[src/rtl/mem_arb_pkg.sv]
// Shared constants for the instruction/data cache memory-port arbiter:
// FSM state encoding, owner identifiers and line-offset sizing.
package mem_arb_pkg;

    localparam logic [1:0] ST_IDLE   = 2'b00;
    localparam logic [1:0] ST_XFER_I = 2'b01;
    localparam logic [1:0] ST_XFER_D = 2'b10;

    localparam logic OWN_I = 1'b0;
    localparam logic OWN_D = 1'b1;

    // Number of byte-address bits covered by one cache line.
    function automatic int line_off_w(input int line_words, input int data_w);
        return $clog2(line_words * (data_w / 8));
    endfunction

    localparam int LINE_OFF_W_DEFAULT = line_off_w(4, 32);

endpackage

[src/rtl/mem_arbiter_if.sv]
// Bundle of I-cache, D-cache and memory-port signals around the arbiter.
// master is the arbiter's view, slave is the caches/memory view.
interface mem_arbiter_if #(
    parameter int ADDR_W = 32,
    parameter int DATA_W = 32,
    parameter int BEAT_W = 2
);
    logic              ic_req;
    logic [ADDR_W-1:0] ic_addr;
    logic [DATA_W-1:0] ic_rdata;
    logic              ic_rvalid;
    logic              ic_done;

    logic              dc_req;
    logic              dc_we;
    logic [ADDR_W-1:0] dc_addr;
    logic [DATA_W-1:0] dc_wdata;
    logic [BEAT_W-1:0] dc_beat;
    logic [DATA_W-1:0] dc_rdata;
    logic              dc_rvalid;
    logic              dc_done;

    logic              mem_req;
    logic              mem_we;
    logic [ADDR_W-1:0] mem_addr;
    logic [DATA_W-1:0] mem_wdata;
    logic              mem_ready;
    logic [DATA_W-1:0] mem_rdata;

    logic              busy;

    modport master (
        input  ic_req, ic_addr,
        output ic_rdata, ic_rvalid, ic_done,
        input  dc_req, dc_we, dc_addr, dc_wdata,
        output dc_beat, dc_rdata, dc_rvalid, dc_done,
        output mem_req, mem_we, mem_addr, mem_wdata,
        input  mem_ready, mem_rdata,
        output busy
    );

    modport slave (
        output ic_req, ic_addr,
        input  ic_rdata, ic_rvalid, ic_done,
        output dc_req, dc_we, dc_addr, dc_wdata,
        input  dc_beat, dc_rdata, dc_rvalid, dc_done,
        input  mem_req, mem_we, mem_addr, mem_wdata,
        output mem_ready, mem_rdata,
        input  busy
    );

endinterface

[src/rtl/mem_arbiter_rr_pick2.sv]
// Two-way round-robin picker: one-hot grant indexed by owner id, the
// requester not granted last wins a tie.
module rr_pick2
    import mem_arb_pkg::*;
(
    input  logic [1:0] req,
    input  logic       last,
    output logic [1:0] grant
);

    // Grant selection from request pattern and previous winner.
    always_comb begin
        grant = 2'b00;
        case (req)
            2'b01:   grant = 2'b01;
            2'b10:   grant = 2'b10;
            2'b11: begin
                if (last == OWN_I) begin
                    grant = 2'b10;
                end else begin
                    grant = 2'b01;
                end
            end
            default: grant = 2'b00;
        endcase
    end

endmodule

[src/rtl/mem_arbiter.sv]
// Shares the main-memory port between I-cache refills and D-cache
// refills/writebacks, sequencing one fixed-length burst per grant.
module mem_arbiter
    import mem_arb_pkg::*;
#(
    parameter int ADDR_W     = 32,
    parameter int DATA_W     = 32,
    parameter int LINE_WORDS = 4
) (
    input  logic          clk,
    input  logic          reset,
    mem_arbiter_if.master bus
);

    localparam int BEAT_W  = $clog2(LINE_WORDS);
    localparam int OFF_W   = line_off_w(LINE_WORDS, DATA_W);
    localparam int WORD_SH = $clog2(DATA_W / 8);
    localparam logic [ADDR_W-1:0] BASE_MASK =
        ~((ADDR_W'(1) << OFF_W) - ADDR_W'(1));
    localparam logic [BEAT_W-1:0] LAST_BEAT = BEAT_W'(LINE_WORDS - 1);

    logic [1:0]        state_r;
    logic [1:0]        state_s;
    logic              last_r;
    logic [ADDR_W-1:0] base_r;
    logic              we_r;
    logic [BEAT_W-1:0] beat_r;
    logic [1:0]        grant_s;
    logic [ADDR_W-1:0] grant_addr_s;
    logic              xfer_s;
    logic              beat_done_s;
    logic              last_beat_s;

    rr_pick2 u_pick (
        .req   ({bus.dc_req, bus.ic_req}),
        .last  (last_r),
        .grant (grant_s)
    );

    assign grant_addr_s = grant_s[OWN_D] ? bus.dc_addr : bus.ic_addr;
    assign xfer_s       = (state_r == ST_XFER_I) || (state_r == ST_XFER_D);
    assign beat_done_s  = xfer_s && bus.mem_ready;
    assign last_beat_s  = beat_done_s && (beat_r == LAST_BEAT);

    // Next-state selection: grant from IDLE, return after the final beat.
    always_comb begin
        state_s = state_r;
        case (state_r)
            ST_IDLE: begin
                if (grant_s[OWN_D]) begin
                    state_s = ST_XFER_D;
                end else if (grant_s[OWN_I]) begin
                    state_s = ST_XFER_I;
                end else begin
                    state_s = ST_IDLE;
                end
            end
            ST_XFER_I, ST_XFER_D: begin
                if (last_beat_s) begin
                    state_s = ST_IDLE;
                end else begin
                    state_s = state_r;
                end
            end
            default: state_s = ST_IDLE;
        endcase
    end

    // State, grant latches and beat counter.
    always_ff @(posedge clk or negedge reset) begin
        if (!reset) begin
            state_r <= ST_IDLE;
            last_r  <= OWN_I;
            base_r  <= {ADDR_W{1'b0}};
            we_r    <= 1'b0;
            beat_r  <= {BEAT_W{1'b0}};
        end else begin
            state_r <= state_s;
            if ((state_r == ST_IDLE) && (grant_s != 2'b00)) begin
                base_r <= grant_addr_s & BASE_MASK;
                we_r   <= grant_s[OWN_D] & bus.dc_we;
                beat_r <= {BEAT_W{1'b0}};
                last_r <= grant_s[OWN_D] ? OWN_D : OWN_I;
            end else if (beat_done_s) begin
                // Power-of-two line length makes the natural wrap land on 0.
                beat_r <= beat_r + BEAT_W'(1);
            end
        end
    end

    assign bus.busy      = (state_r != ST_IDLE);
    assign bus.mem_req   = xfer_s;
    assign bus.mem_we    = xfer_s && we_r;
    assign bus.mem_addr  = xfer_s ? (base_r + (ADDR_W'(beat_r) << WORD_SH))
                                  : {ADDR_W{1'b0}};
    assign bus.mem_wdata = ((state_r == ST_XFER_D) && we_r) ? bus.dc_wdata
                                                            : {DATA_W{1'b0}};
    assign bus.dc_beat   = beat_r;

    assign bus.ic_rdata  = bus.mem_rdata;
    assign bus.dc_rdata  = bus.mem_rdata;
    assign bus.ic_rvalid = (state_r == ST_XFER_I) && beat_done_s && !we_r;
    assign bus.dc_rvalid = (state_r == ST_XFER_D) && beat_done_s && !we_r;
    assign bus.ic_done   = (state_r == ST_XFER_I) && last_beat_s;
    assign bus.dc_done   = (state_r == ST_XFER_D) && last_beat_s;

endmodule
[src/flat_wrapper.sv]
// flat-port wrapper written by rule: the top's interface ports become plain ports
module mem_arbiter_flat import mem_arb_pkg::*;
#(
    parameter int ADDR_W     = 32,
    parameter int DATA_W     = 32,
    parameter int LINE_WORDS = 4
)
  (clk, reset, bus_ic_req, bus_ic_addr, bus_ic_rdata, bus_ic_rvalid, bus_ic_done, bus_dc_req, bus_dc_we, bus_dc_addr, bus_dc_wdata, bus_dc_beat, bus_dc_rdata, bus_dc_rvalid, bus_dc_done, bus_mem_req, bus_mem_we, bus_mem_addr, bus_mem_wdata, bus_mem_ready, bus_mem_rdata, bus_busy);
  mem_arbiter_if #(.ADDR_W(ADDR_W), .DATA_W(DATA_W)) bus_i ();
  input  logic clk;
  input  logic reset;
  input wire logic [$bits(bus_i.ic_req)-1:0] bus_ic_req;
  input wire logic [$bits(bus_i.ic_addr)-1:0] bus_ic_addr;
  output wire logic [$bits(bus_i.ic_rdata)-1:0] bus_ic_rdata;
  output wire logic [$bits(bus_i.ic_rvalid)-1:0] bus_ic_rvalid;
  output wire logic [$bits(bus_i.ic_done)-1:0] bus_ic_done;
  input wire logic [$bits(bus_i.dc_req)-1:0] bus_dc_req;
  input wire logic [$bits(bus_i.dc_we)-1:0] bus_dc_we;
  input wire logic [$bits(bus_i.dc_addr)-1:0] bus_dc_addr;
  input wire logic [$bits(bus_i.dc_wdata)-1:0] bus_dc_wdata;
  output wire logic [$bits(bus_i.dc_beat)-1:0] bus_dc_beat;
  output wire logic [$bits(bus_i.dc_rdata)-1:0] bus_dc_rdata;
  output wire logic [$bits(bus_i.dc_rvalid)-1:0] bus_dc_rvalid;
  output wire logic [$bits(bus_i.dc_done)-1:0] bus_dc_done;
  output wire logic [$bits(bus_i.mem_req)-1:0] bus_mem_req;
  output wire logic [$bits(bus_i.mem_we)-1:0] bus_mem_we;
  output wire logic [$bits(bus_i.mem_addr)-1:0] bus_mem_addr;
  output wire logic [$bits(bus_i.mem_wdata)-1:0] bus_mem_wdata;
  input wire logic [$bits(bus_i.mem_ready)-1:0] bus_mem_ready;
  input wire logic [$bits(bus_i.mem_rdata)-1:0] bus_mem_rdata;
  output wire logic [$bits(bus_i.busy)-1:0] bus_busy;
  assign bus_i.ic_req = bus_ic_req;
  assign bus_i.ic_addr = bus_ic_addr;
  assign bus_ic_rdata = bus_i.ic_rdata;
  assign bus_ic_rvalid = bus_i.ic_rvalid;
  assign bus_ic_done = bus_i.ic_done;
  assign bus_i.dc_req = bus_dc_req;
  assign bus_i.dc_we = bus_dc_we;
  assign bus_i.dc_addr = bus_dc_addr;
  assign bus_i.dc_wdata = bus_dc_wdata;
  assign bus_dc_beat = bus_i.dc_beat;
  assign bus_dc_rdata = bus_i.dc_rdata;
  assign bus_dc_rvalid = bus_i.dc_rvalid;
  assign bus_dc_done = bus_i.dc_done;
  assign bus_mem_req = bus_i.mem_req;
  assign bus_mem_we = bus_i.mem_we;
  assign bus_mem_addr = bus_i.mem_addr;
  assign bus_mem_wdata = bus_i.mem_wdata;
  assign bus_i.mem_ready = bus_mem_ready;
  assign bus_i.mem_rdata = bus_mem_rdata;
  assign bus_busy = bus_i.busy;
  mem_arbiter #(.ADDR_W(ADDR_W), .DATA_W(DATA_W), .LINE_WORDS(LINE_WORDS)) u_core (.clk(clk), .reset(reset), .bus(bus_i));
endmodule
[config.mk]
export PLATFORM = sky130hd
export DESIGN_NAME = mem_arbiter_flat
export DESIGN_NICKNAME = d
export VERILOG_FILES = /design/src/rtl/mem_arb_pkg.sv /design/src/rtl/mem_arbiter_if.sv /design/src/rtl/mem_arbiter_rr_pick2.sv /design/src/rtl/mem_arbiter.sv /design/src/flat_wrapper.sv
export SDC_FILE = /design/constraint.sdc
export NUM_CORES = 1
export LEC_CHECK = 0
export BUFFER_PORTS_ARGS = -buffer_cell sky130_fd_sc_hd__buf_2
export CORE_AREA = 4 4 106 108
export DETAILED_ROUTE_END_ITERATION = 10
export DIE_AREA = 0 0 110 112
export GPL_TIMING_DRIVEN = 0
export PLACE_DENSITY_LB_ADDON = 0.2
export SLEW_MARGIN = 20
export SYNTH_ARGS = -nofsm -noshare
export SYNTH_HDL_FRONTEND = slang
export SYNTH_SLANG_ARGS = --single-unit
export TNS_END_PERCENT = 5
[constraint.sdc]
create_clock -name clk -period 1.5 [get_ports clk]
set_input_delay 0.15 -clock clk [delete_from_list [all_inputs] [get_ports clk]]
set_output_delay 0.15 -clock clk [all_outputs]
set_load 0.1 [all_outputs]
==> summary.txt, run 1 <==
Pwr
  • P per Cell Area: 2480 nW/um^2
  • Worst vdd ir: 2.15 mV
  • Leakage Power: 2.94 nW

Finish
  • # nets final: 740
  • Final core occ: 58.9%
  • Layout cell share with drive strength beyond 1: 74.3%
  • Layout Cells excl Fill: 738
  • Post-layout instance area: 6030 sq um
  • Most frequent cells in the layout: 161 x buf_2, 76 x buf_4, 64 x buf_12, 38 x o22ai_1, 32 x dfrtp_1
  • Area added between synthesis and finish: 92.0%
  • Diodes inserted: 0
  • Most common cell after layout, fill and taps aside: buf_2

Global routing
  • GRT overflow: 0
  • Initial antenna violation count: 0
  • First-pass GRT wire length: 19000 microns
  • Vias in the first global route: 3666
  • GRT Util Overall: 19.4%
  • Largest net degree at the start of global routing: 35

Synth
  • Sequential area share after synthesis: 27.1%
  • Synth Instances: 355
  • Leading area contributor after synthesis: dfrtp_1
  • Synth Warn #: 0
  • Syn avg cell area: 8.85 sq um
  • Top area cells in the synthesized netlist: dfrtp_1 27%, buf_4 16%, a221oi_2 13%
  • Post-Synthesis Cell Area: 3140 sq um
  • Synth top area share: 27.1%
  • Synth cell types: 26
  • Yosys reg bits: 34

Floorplan
  • Row count: 37
  • Die Ht: 112 microns
  • Initial Util: 30.7%
  • Die area: 12300 sq um
  • Die width: 110 microns
  • Core area: 10200 sq um
  • I/O Pins: 271

Placed design
  • Routability congestion estimate: 0.781
  • Worst slack at placement: -0.439 ns
  • Placed Cells: 720
  • Hpwl dp: 9180 microns
  • Port Buffers: 228
  • Placed inst area: 4630 sq um

Run status
  • Outcome: finished with violations
  • Failing checks: negative setup slack

Worst setup path
  • Largest fanout on the critical path: 10
  • CP Launch Type: register
  • Critical Path RT: 1.35 ns
  • Critical path class: reg -> out
  • Arr. time, crit path: 1.58 ns
  • Critical path capture point type: output port

Timing
  • Fmax: 580 MHz
  • Final hold slack: 0.0782 ns
  • Final-report max-slew violation count: 0
  • Hold Fails Final Rpt: 0
  • Worst-Margin Slew: 0.826 ns
  • Final WS setup: -0.225 ns
  • Final period utilization: 115%
  • Max_slew headroom: 44.9%
  • Finish-stage setup viols: 73
  • RSZ-0062 raised after global routing: true
  • Max Clock Skew: 0.00472 ns
  • Min cycle time layout: 1.73 ns

Clocking
  • Worst-Skew Late Latency: 0.29 ns
  • Total CTS buffers: 5
  • Total number of clock tree sinks: 34
  • Clock Tree Buf Depth: 2
  • Depth of the CTS H-tree: 2
  • CTS root buf: clkbuf_8
  • Clock-pin slew of the registers on the worst-case setup and hold paths: 0.07 ns
  • TritonCTS clock tree: done

Run
  • Max_cap viols: 0

Routing
  • Starting DRC count in detailed routing: 122
  • DRC: 0
  • Routed len/inst: 17.6 microns
  • Routed WL: 13000 microns
  • First-pass DRT Iterations: 4
  • Final ANT Viol Nets: 0
  • Vias after detailed routing: 3616
  • Number of vias per cell: 4.90

Hold path
  • Worst Hold Class: in -> reg
-- worst max-delay path, stage by stage, from the launching register on --
cell and delay, ns:
dfrtp_1 0.37, inv_2 0.07, ha_4 0.32, clkbuf_8 0.19
and2_4 0.17, buf_12 0.17
-- routing by layer --
layer	up-vias	wire length, microns	share of wire (%)	track usage [%]
met3	19	1290	9.9	5.39
met5	-	0	0	0
met1	1714	4830	37	22.6
met2	197	6640	51	34.4
met4	0	267	2.1	4.66
li1	1686	-	-	-
-- layout make-up --
type,instances,area [sq um]
Fill cell,859,4200
Timing Repair Buffer,239,2240
Multi-Input combinational cell,193,1760
Sequential cell,34,853
Buffer,94,802
Tap cell,136,170
Inverter,35,135
Clock buffer,7,76.3
-- synthesized netlist by cell type --
| library cell | n |
|---|---|
| a21boi_0 | 2 |
| a21oi_1 | 2 |
| a21oi_4 | 1 |
| a221oi_2 | 28 |
| and2_1 | 30 |
| and2_2 | 1 |
| and3_1 | 33 |
| buf_2 | 5 |
| buf_4 | 69 |
| buf_6 | 10 |
| clkbuf_1 | 10 |
| conb_1 | 1 |
| dfrtp_1 | 34 |
| ha_1 | 4 |
| inv_1 | 34 |
| inv_2 | 1 |
| mux2_2 | 2 |
| nand2_1 | 4 |
| nand2_2 | 1 |
| nand3_1 | 3 |
| nand3b_1 | 16 |
| nor2_1 | 6 |
| o21ai_0 | 16 |
| o22ai_1 | 40 |
| o2bb2ai_1 | 1 |
| xor2_1 | 1 |
-- power breakdown --
group          internal [mW]  switching, mW  total [mW]
registers               1.38          0.407        1.79
logic                   4.76           7.74        12.5
clock network          0.320          0.347       0.667
-- stage by stage --
step / setup TNS, ns / power, mW
after detailed placement: -20.69 / 11.3
after global routing: -16.47 / 15.5
after global placement: -19.25 / 11.2
after floorplan: -8.39 / 9.88
final: -11.46 / 15.0
after CTS: -14.24 / 14.4
-- flip-flops by register name, summed over array words and instances, names as in the netlist --
signal              count
u_core.last_r           1
u_core.base_r          28
u_core.we_r             1
u_core.state_r          2
u_core.bus.dc_beat      2
-- cell families (layout without fill, tap and decap cells) --
group                    Yosys count  in the layout  synth area share (%)
buffers and inverters            129            375                  26.2
AND/OR/NAND/NOR                   94             94                  18.5
AO/OA/AOI/OAI                     90             90                  25.5
flip-flops                        34             34                  27.1
adder cells (fa/ha/maj)            4              4                  1.59
multiplexers                       2              2                 0.717
other                              1              2                 0.119
XOR/XNOR                           1              1                 0.279
-- path summary, 6_finish.rpt --
path                       cells past startpoint                     to                   from  slack, ns
max                                            5       bus_mem_addr[11]      u_core.state_r[0]      -0.23
max in group asynchronous                      2  u_core.bus.dc_beat[0]                  reset       0.41
min reg2reg                                    2  u_core.bus.dc_beat[1]  u_core.bus.dc_beat[1]       0.58
min in group asynchronous                      2      u_core.base_r[20]                  reset       0.51
min                                            2            u_core.we_r              bus_dc_we       0.08
max reg2reg                                    5      u_core.state_r[0]      u_core.state_r[0]      -0.07
-- timing repair --
action / 4_1_cts / 5_1_grt
resized for setup: 288 / 43
hold buffers: 1 / 0
buffers inserted: 3 / 7
hold endpoints to repair: 34 / 0
endpoints found under the setup margin: 71 / 90
pin swaps: 3 / 1
No activity file was read; power rests on OpenSTA's default activity.
==> run 2: changes to the inputs <==
SKIP_CTS_REPAIR_TIMING = 1   (was unset)
==> summary.txt, run 2 (synthesis gave the netlist of run 1 again) <==
Run status
  • Outcome: finished with violations
  • Failing checks: negative hold slack, negative setup slack

Global routing
  • First-pass GRT wire length: 17200 microns (-9.9%)
  • GRT Util Overall: 17.4% (-1.9 points)
  • GRT overflow: 0 (unchanged)
  • Initial antenna violation count: 0 (unchanged)
  • Largest net degree at the start of global routing: 35 (unchanged)
  • Vias in the first global route: 3403 (-7.2%)

Clocking
  • Worst-Skew Late Latency: 0.28 ns (about the same)
  • CTS root buf: clkbuf_8
  • Total number of clock tree sinks: 34 (unchanged)
  • Total CTS buffers: 5 (unchanged)
  • TritonCTS clock tree: done
  • Clock Tree Buf Depth: 2 (unchanged)
  • Depth of the CTS H-tree: 2 (unchanged)
  • Clock-pin slew of the registers on the worst-case setup and hold paths: 0.07 ns (about the same)

Floorplan
  • Row count: 37 (unchanged)
  • Core area: 10200 sq um (unchanged)
  • Die area: 12300 sq um (unchanged)
  • Initial Util: 30.7% (unchanged)
  • Die width: 110 microns (unchanged)
  • Die Ht: 112 microns (unchanged)
  • I/O Pins: 271 (unchanged)

Finish
  • Layout cell share with drive strength beyond 1: 73.8% (-0.47 points)
  • Area added between synthesis and finish: 86.6%
  • Diodes inserted: 0 (unchanged)
  • Most frequent cells in the layout: 164 x buf_2, 70 x buf_4, 61 x buf_12, 38 x o22ai_1, 32 x dfrtp_1
  • Most common cell after layout, fill and taps aside: buf_2
  • Number of flip-flops in the largest register: 28 (unchanged)
  • # nets final: 733 (-0.95%)
  • Register with the most flip-flops: u_core.base_r
  • Fillers: 885 (+3.0%)
  • Layout Cells excl Fill: 731 (-0.95%)
  • Final core occ: 57.3% (-1.6 points)

Timing
  • Finish-stage setup viols: 70 (-4.1%)
  • Max Clock Skew: 0.00469 ns (-0.0000357 ns)
  • Max_slew headroom: 44.5% (-0.43 points)
  • Final-report max-slew violation count: 0 (unchanged)
  • Final period utilization: 117% (+2.4 points)
  • Final WS setup: -0.261 ns (-0.0359 ns)
  • Fmax: 568 MHz (-2.0%)
  • RSZ-0062 raised after global routing: true
  • Hold Fails Final Rpt: 34 (+34)
  • Worst-Margin Slew: 0.833 ns (+0.00646 ns)
  • Final hold slack: -0.0387 ns (-0.117 ns)
  • Min cycle time layout: 1.76 ns (+0.0359 ns)

Routing
  • Number of vias per cell: 4.83 (-1.4%)
  • DRC: 0 (unchanged)
  • Starting DRC count in detailed routing: 130 (+6.6%)
  • Routed len/inst: 17.4 microns (-1.2%)
  • Vias after detailed routing: 3533 (-2.3%)
  • First-pass DRT Iterations: 4 (unchanged)
  • Routed WL: 12700 microns (-2.1%)
  • Final ANT Viol Nets: 0 (unchanged)

Worst setup path
  • Critical Path RT: 1.35 ns (about the same)
  • Critical path capture point type: output port
  • Critical path class: reg -> out
  • Largest fanout on the critical path: 6 (-4)
  • R2R depth: 5 (unchanged)
  • Arr. time, crit path: 1.61 ns (+0.03 ns)
  • CP Launch Type: register

Placed design
  • Placed Cells: 720 (unchanged)
  • Port Buffers: 228 (unchanged)
  • Routability congestion estimate: 0.781 (unchanged)
  • Hpwl dp: 9180 microns (unchanged)

Run
  • Max_cap viols: 0 (unchanged)

Pwr
  • P per Cell Area: 2460 nW/um^2 (-0.89%)
  • Worst vdd ir: 2.15 mV (about the same)
  • Leakage Power: 2.88 nW (-2.0%)

Hold path
  • Worst Hold Class: in -> async
==> run 2: cell types whose count changed in the layout (fill, tap and decap cells not counted), sizes merged <==
cell         delta
dlygate4sd3     -1
clkbuf          -5
buf             -1
==> run 2: per-stage QoR <==
stage	power, mW	worst slack [ns]	setup TNS, ns	area, sq um
finish	14.4	-0.261	-11.73	5860
global route	15.0	-0.331	-17.71	5860
CTS	12.1	-0.769	-42.96	4710
detailed placement	11.3	-0.439	-20.69	4630
global placement	11.2	-0.431	-19.25	4630
floorplan	9.88	-0.214	-8.39	3320
==> run 2: area by class of cell <==
cell class              instances  area, sq um  share of cell area (%)
inverters                      35          135                    2.30
multi-input cells             193         1720                    29.3
well taps                     136          170                    2.90
flip-flops and latches         34          853                    14.6
repair buffers                232         2160                    36.8
plain buffers                  94          753                    12.8
clock buffers                   7         76.3                    1.30
==> run 2: per-layer routing <==
metal	vias up	part of all wire (%)	track usage, %
li1	1669	-	-
met1	1672	38	21.3
met2	178	51	31.1
met3	14	9.9	4.41
met4	0	1.6	2.24
met5	-	0	0
==> run 2: worst paths after layout <==
path / startpoint / endpoint / slack (ns)
worst min-delay path: reset / u_core.base_r[20] / -0.04
max in group asynchronous: reset / u_core.bus.dc_beat[0] / 0.96
worst min register to register: u_core.state_r[1] / u_core.state_r[1] / 0.57
min in group clk: bus_dc_we / u_core.we_r / 0.08
worst max register to register: u_core.state_r[1] / u_core.state_r[1] / -0.06
worst max-delay path: u_core.state_r[1] / bus_dc_done / -0.26
==> run 2: power by group <==
part	switching (mW)	internal (mW)
clock	0.333	0.320
sequential	0.404	1.38
combinational	7.62	4.35
==> run 2: critical path: stages, from the launching register on <==
cell     delay [ns]
dfrtp_1        0.38
inv_2          0.06
ha_4           0.33
buf_6          0.14
nand3_4        0.10
nor2_4         0.13
buf_12         0.18
==> run 3: changes to the inputs <==
CORE_AREA = 4 4 82 141   (was 4 4 106 108)
DIE_AREA = 0 0 86 145   (was 0 0 110 112)
HOLD_SLACK_MARGIN = 0.12   (was unset)
==> summary.txt, run 3 (synthesis gave the netlist of run 1 again) <==
Placed design
  • Routability congestion estimate: 0.758 (-2.9%)
  • Placed inst area: 4620 sq um (-0.24%)
  • Hpwl dp: 10200 microns (+12%)
  • Port Buffers: 228 (unchanged)
  • Placed Cells: 711 (-1.3%)

Clocking
  • Total CTS buffers: 5 (unchanged)
  • Depth of the CTS H-tree: 2 (unchanged)
  • Total number of clock tree sinks: 34 (unchanged)
  • Clock Tree Buf Depth: 2 (unchanged)
  • CTS root buf: clkbuf_16
  • Clock-pin slew of the registers on the worst-case setup and hold paths: 0.05 ns (-0.02 ns)
  • TritonCTS clock tree: done
  • Worst-Skew Late Latency: 0.28 ns (about the same)

Finish
  • Footprint of the multi-input gates: 1690 sq um (-1.5%)
  • Most frequent cells in the layout: 162 x buf_2, 72 x buf_4, 46 x buf_12, 39 x o22ai_1, 32 x dfrtp_1
  • Layout cell share with drive strength beyond 1: 73.0% (-0.83 points)
  • Area added between synthesis and finish: 85.9%
  • Diodes inserted: 0 (unchanged)
  • Post-layout instance area: 5840 sq um (-0.36%)
  • FF+latch area: 853 sq um (unchanged)
  • # nets final: 737 (+0.55%)
  • Register with the most flip-flops: u_core.base_r
  • Most common cell after layout, fill and taps aside: buf_2
  • Fillers: 901 (+1.8%)
  • Number of flip-flops in the largest register: 28 (unchanged)
  • Layout Cells excl Fill: 726 (-0.68%)

Worst setup path
  • Arr. time, crit path: 1.60 ns (about the same)
  • CP Launch Type: register
  • R2R depth: 5 (unchanged)
  • Critical path capture point type: output port
  • FF-to-FF End: u_core.state_r[1]
  • CP Launch Point: u_core.state_r[0]
  • Critical path class: reg -> out
  • R2R setup slack: -0.13 ns (-0.07 ns)
  • R2R Path Start: u_core.state_r[0]
  • Critical Path RT: 1.35 ns (about the same)
  • Setup crit end: bus_dc_done
  • Largest fanout on the critical path: 6 (unchanged)

Timing
  • Fmax: 572 MHz (+0.79%)
  • Finish-stage setup viols: 70 (unchanged)
  • Setup TNS: -11.40 ns (+0.334 ns)
  • Max_slew headroom: 41.9% (-2.6 points)
  • Min cycle time layout: 1.75 ns (-0.0138 ns)
  • Max Clock Skew: 0.00198 ns (-0.00270 ns)
  • Final WS setup: -0.247 ns (+0.0138 ns)
  • Hold Fails Final Rpt: 0 (-100%)
  • Worst-Margin Slew: 0.872 ns (+0.0390 ns)
  • RSZ-0062 raised after global routing: true
  • Final-report max-slew violation count: 0 (unchanged)
  • Final period utilization: 116% (-0.92 points)
  • Final hold slack: 0.115 ns (+0.154 ns)

Floorplan
  • Row count: 49 (+32%)
  • Die width: 86 microns (-22%)
  • I/O Pins: 271 (unchanged)
  • Core area: 10400 sq um (+1.3%)
  • Die area: 12500 sq um (+1.2%)
  • Die Ht: 145 microns (+29%)
  • Initial Util: 30.3% (-0.39 points)

Routing
  • Vias after detailed routing: 3612 (+2.2%)
  • Routed len/inst: 18.8 microns (+7.7%)
  • First-pass DRT Iterations: 4 (unchanged)
  • Routed WL: 13600 microns (+6.9%)
  • Number of vias per cell: 4.98 (+2.9%)
  • Final ANT Viol Nets: 0 (unchanged)
  • DRC: 0 (unchanged)
  • Starting DRC count in detailed routing: 152 (+17%)

Hold path
  • Worst Hold Class: in -> reg

Pwr
  • Clock power share: 7.0% (+2.5 points)
  • Reg power frac: 12.0% (-0.4 points)
  • Pwr Total: 14.8 mW (+2.7%)
  • Sw frac: 57.0% (-0.98 points)
  • P per Cell Area: 2530 nW/um^2 (+3.1%)
  • Combinational share of power: 81.0% (-2.1 points)
  • Worst vdd ir: 1.75 mV (-19%)
  • NetSw: 8.44 mW (+0.97%)
  • Leakage Power: 2.91 nW (+1.1%)
  • P_int: 6.37 mW (+5.1%)

Global routing
  • Largest net degree at the start of global routing: 35 (unchanged)
  • First-pass GRT wire length: 19400 microns (+13%)
  • Vias in the first global route: 3719 (+9.3%)
  • GRT overflow: 0 (unchanged)
  • Initial antenna violation count: 0 (unchanged)
  • GRT Util Overall: 19.5% (+2.1 points)

Run
  • Max_cap viols: 0 (unchanged)

Run status
  • Failing checks: negative setup slack
  • Outcome: finished with violations
==> run 3: final cells by class <==
cell class | count | area share, %
Buffer | 94 | 13.1
Clock buffer | 7 | 2.44
Inverter | 35 | 2.31
Multi-Input combinational cell | 193 | 28.9
Sequential cell | 34 | 14.6
Tap cell | 127 | 2.72
Timing Repair Buffer | 236 | 35.9
==> run 3: through the flow <==
stage	worst slack (ns)	utilization (%)
after floorplan	-0.214	-
after global placement	-0.375	44.6
after detailed placement	-0.427	44.6
after CTS	-0.733	46.0
after global routing	-0.312	56.4
final	-0.247	56.4
==> run 3: per-layer routing <==
metal	up-vias	GRT usage, %	part of all wire, %
met5	-	0	0
met4	0	5.39	1.7
met3	18	5.45	9.4
met2	199	38.2	56
met1	1714	19.0	33
li1	1681	-	-
==> run 3: worst max-delay path, cell delays in order, from the launching register on <==
cell and delay [ns]:
dfrtp_1 0.37, inv_2 0.08, ha_4 0.33, buf_6 0.13
nand3_4 0.09, nor2_4 0.13, buf_12 0.18
==> run 3: worst min path at each step <==
stage	from	end	slack [ns]	depth (start not counted)
5_1_grt	bus_dc_addr[9]	u_core.base_r[9]	0.12	3
2_1_floorplan	reset	u_core.base_r[10]	-0.15	0
6_report	bus_dc_addr[18]	u_core.base_r[18]	0.12	3
3_5_place_dp	reset	u_core.base_r[10]	0.31	1
4_1_cts	reset	u_core.base_r[11]	0.01	1
3_3_place_gp	reset	u_core.base_r[9]	0.30	1
==> run 3: power groups by stage <==
stage	clock network [mW]	logic (mW)	registers [mW]
4_1_cts	1.07	9.64	1.76
3_3_place_gp	0	9.55	1.75
2_1_floorplan	0	8.08	1.80
6_report	1.04	12.0	1.78
3_5_place_dp	0	9.62	1.78
5_1_grt	1.10	12.4	1.83
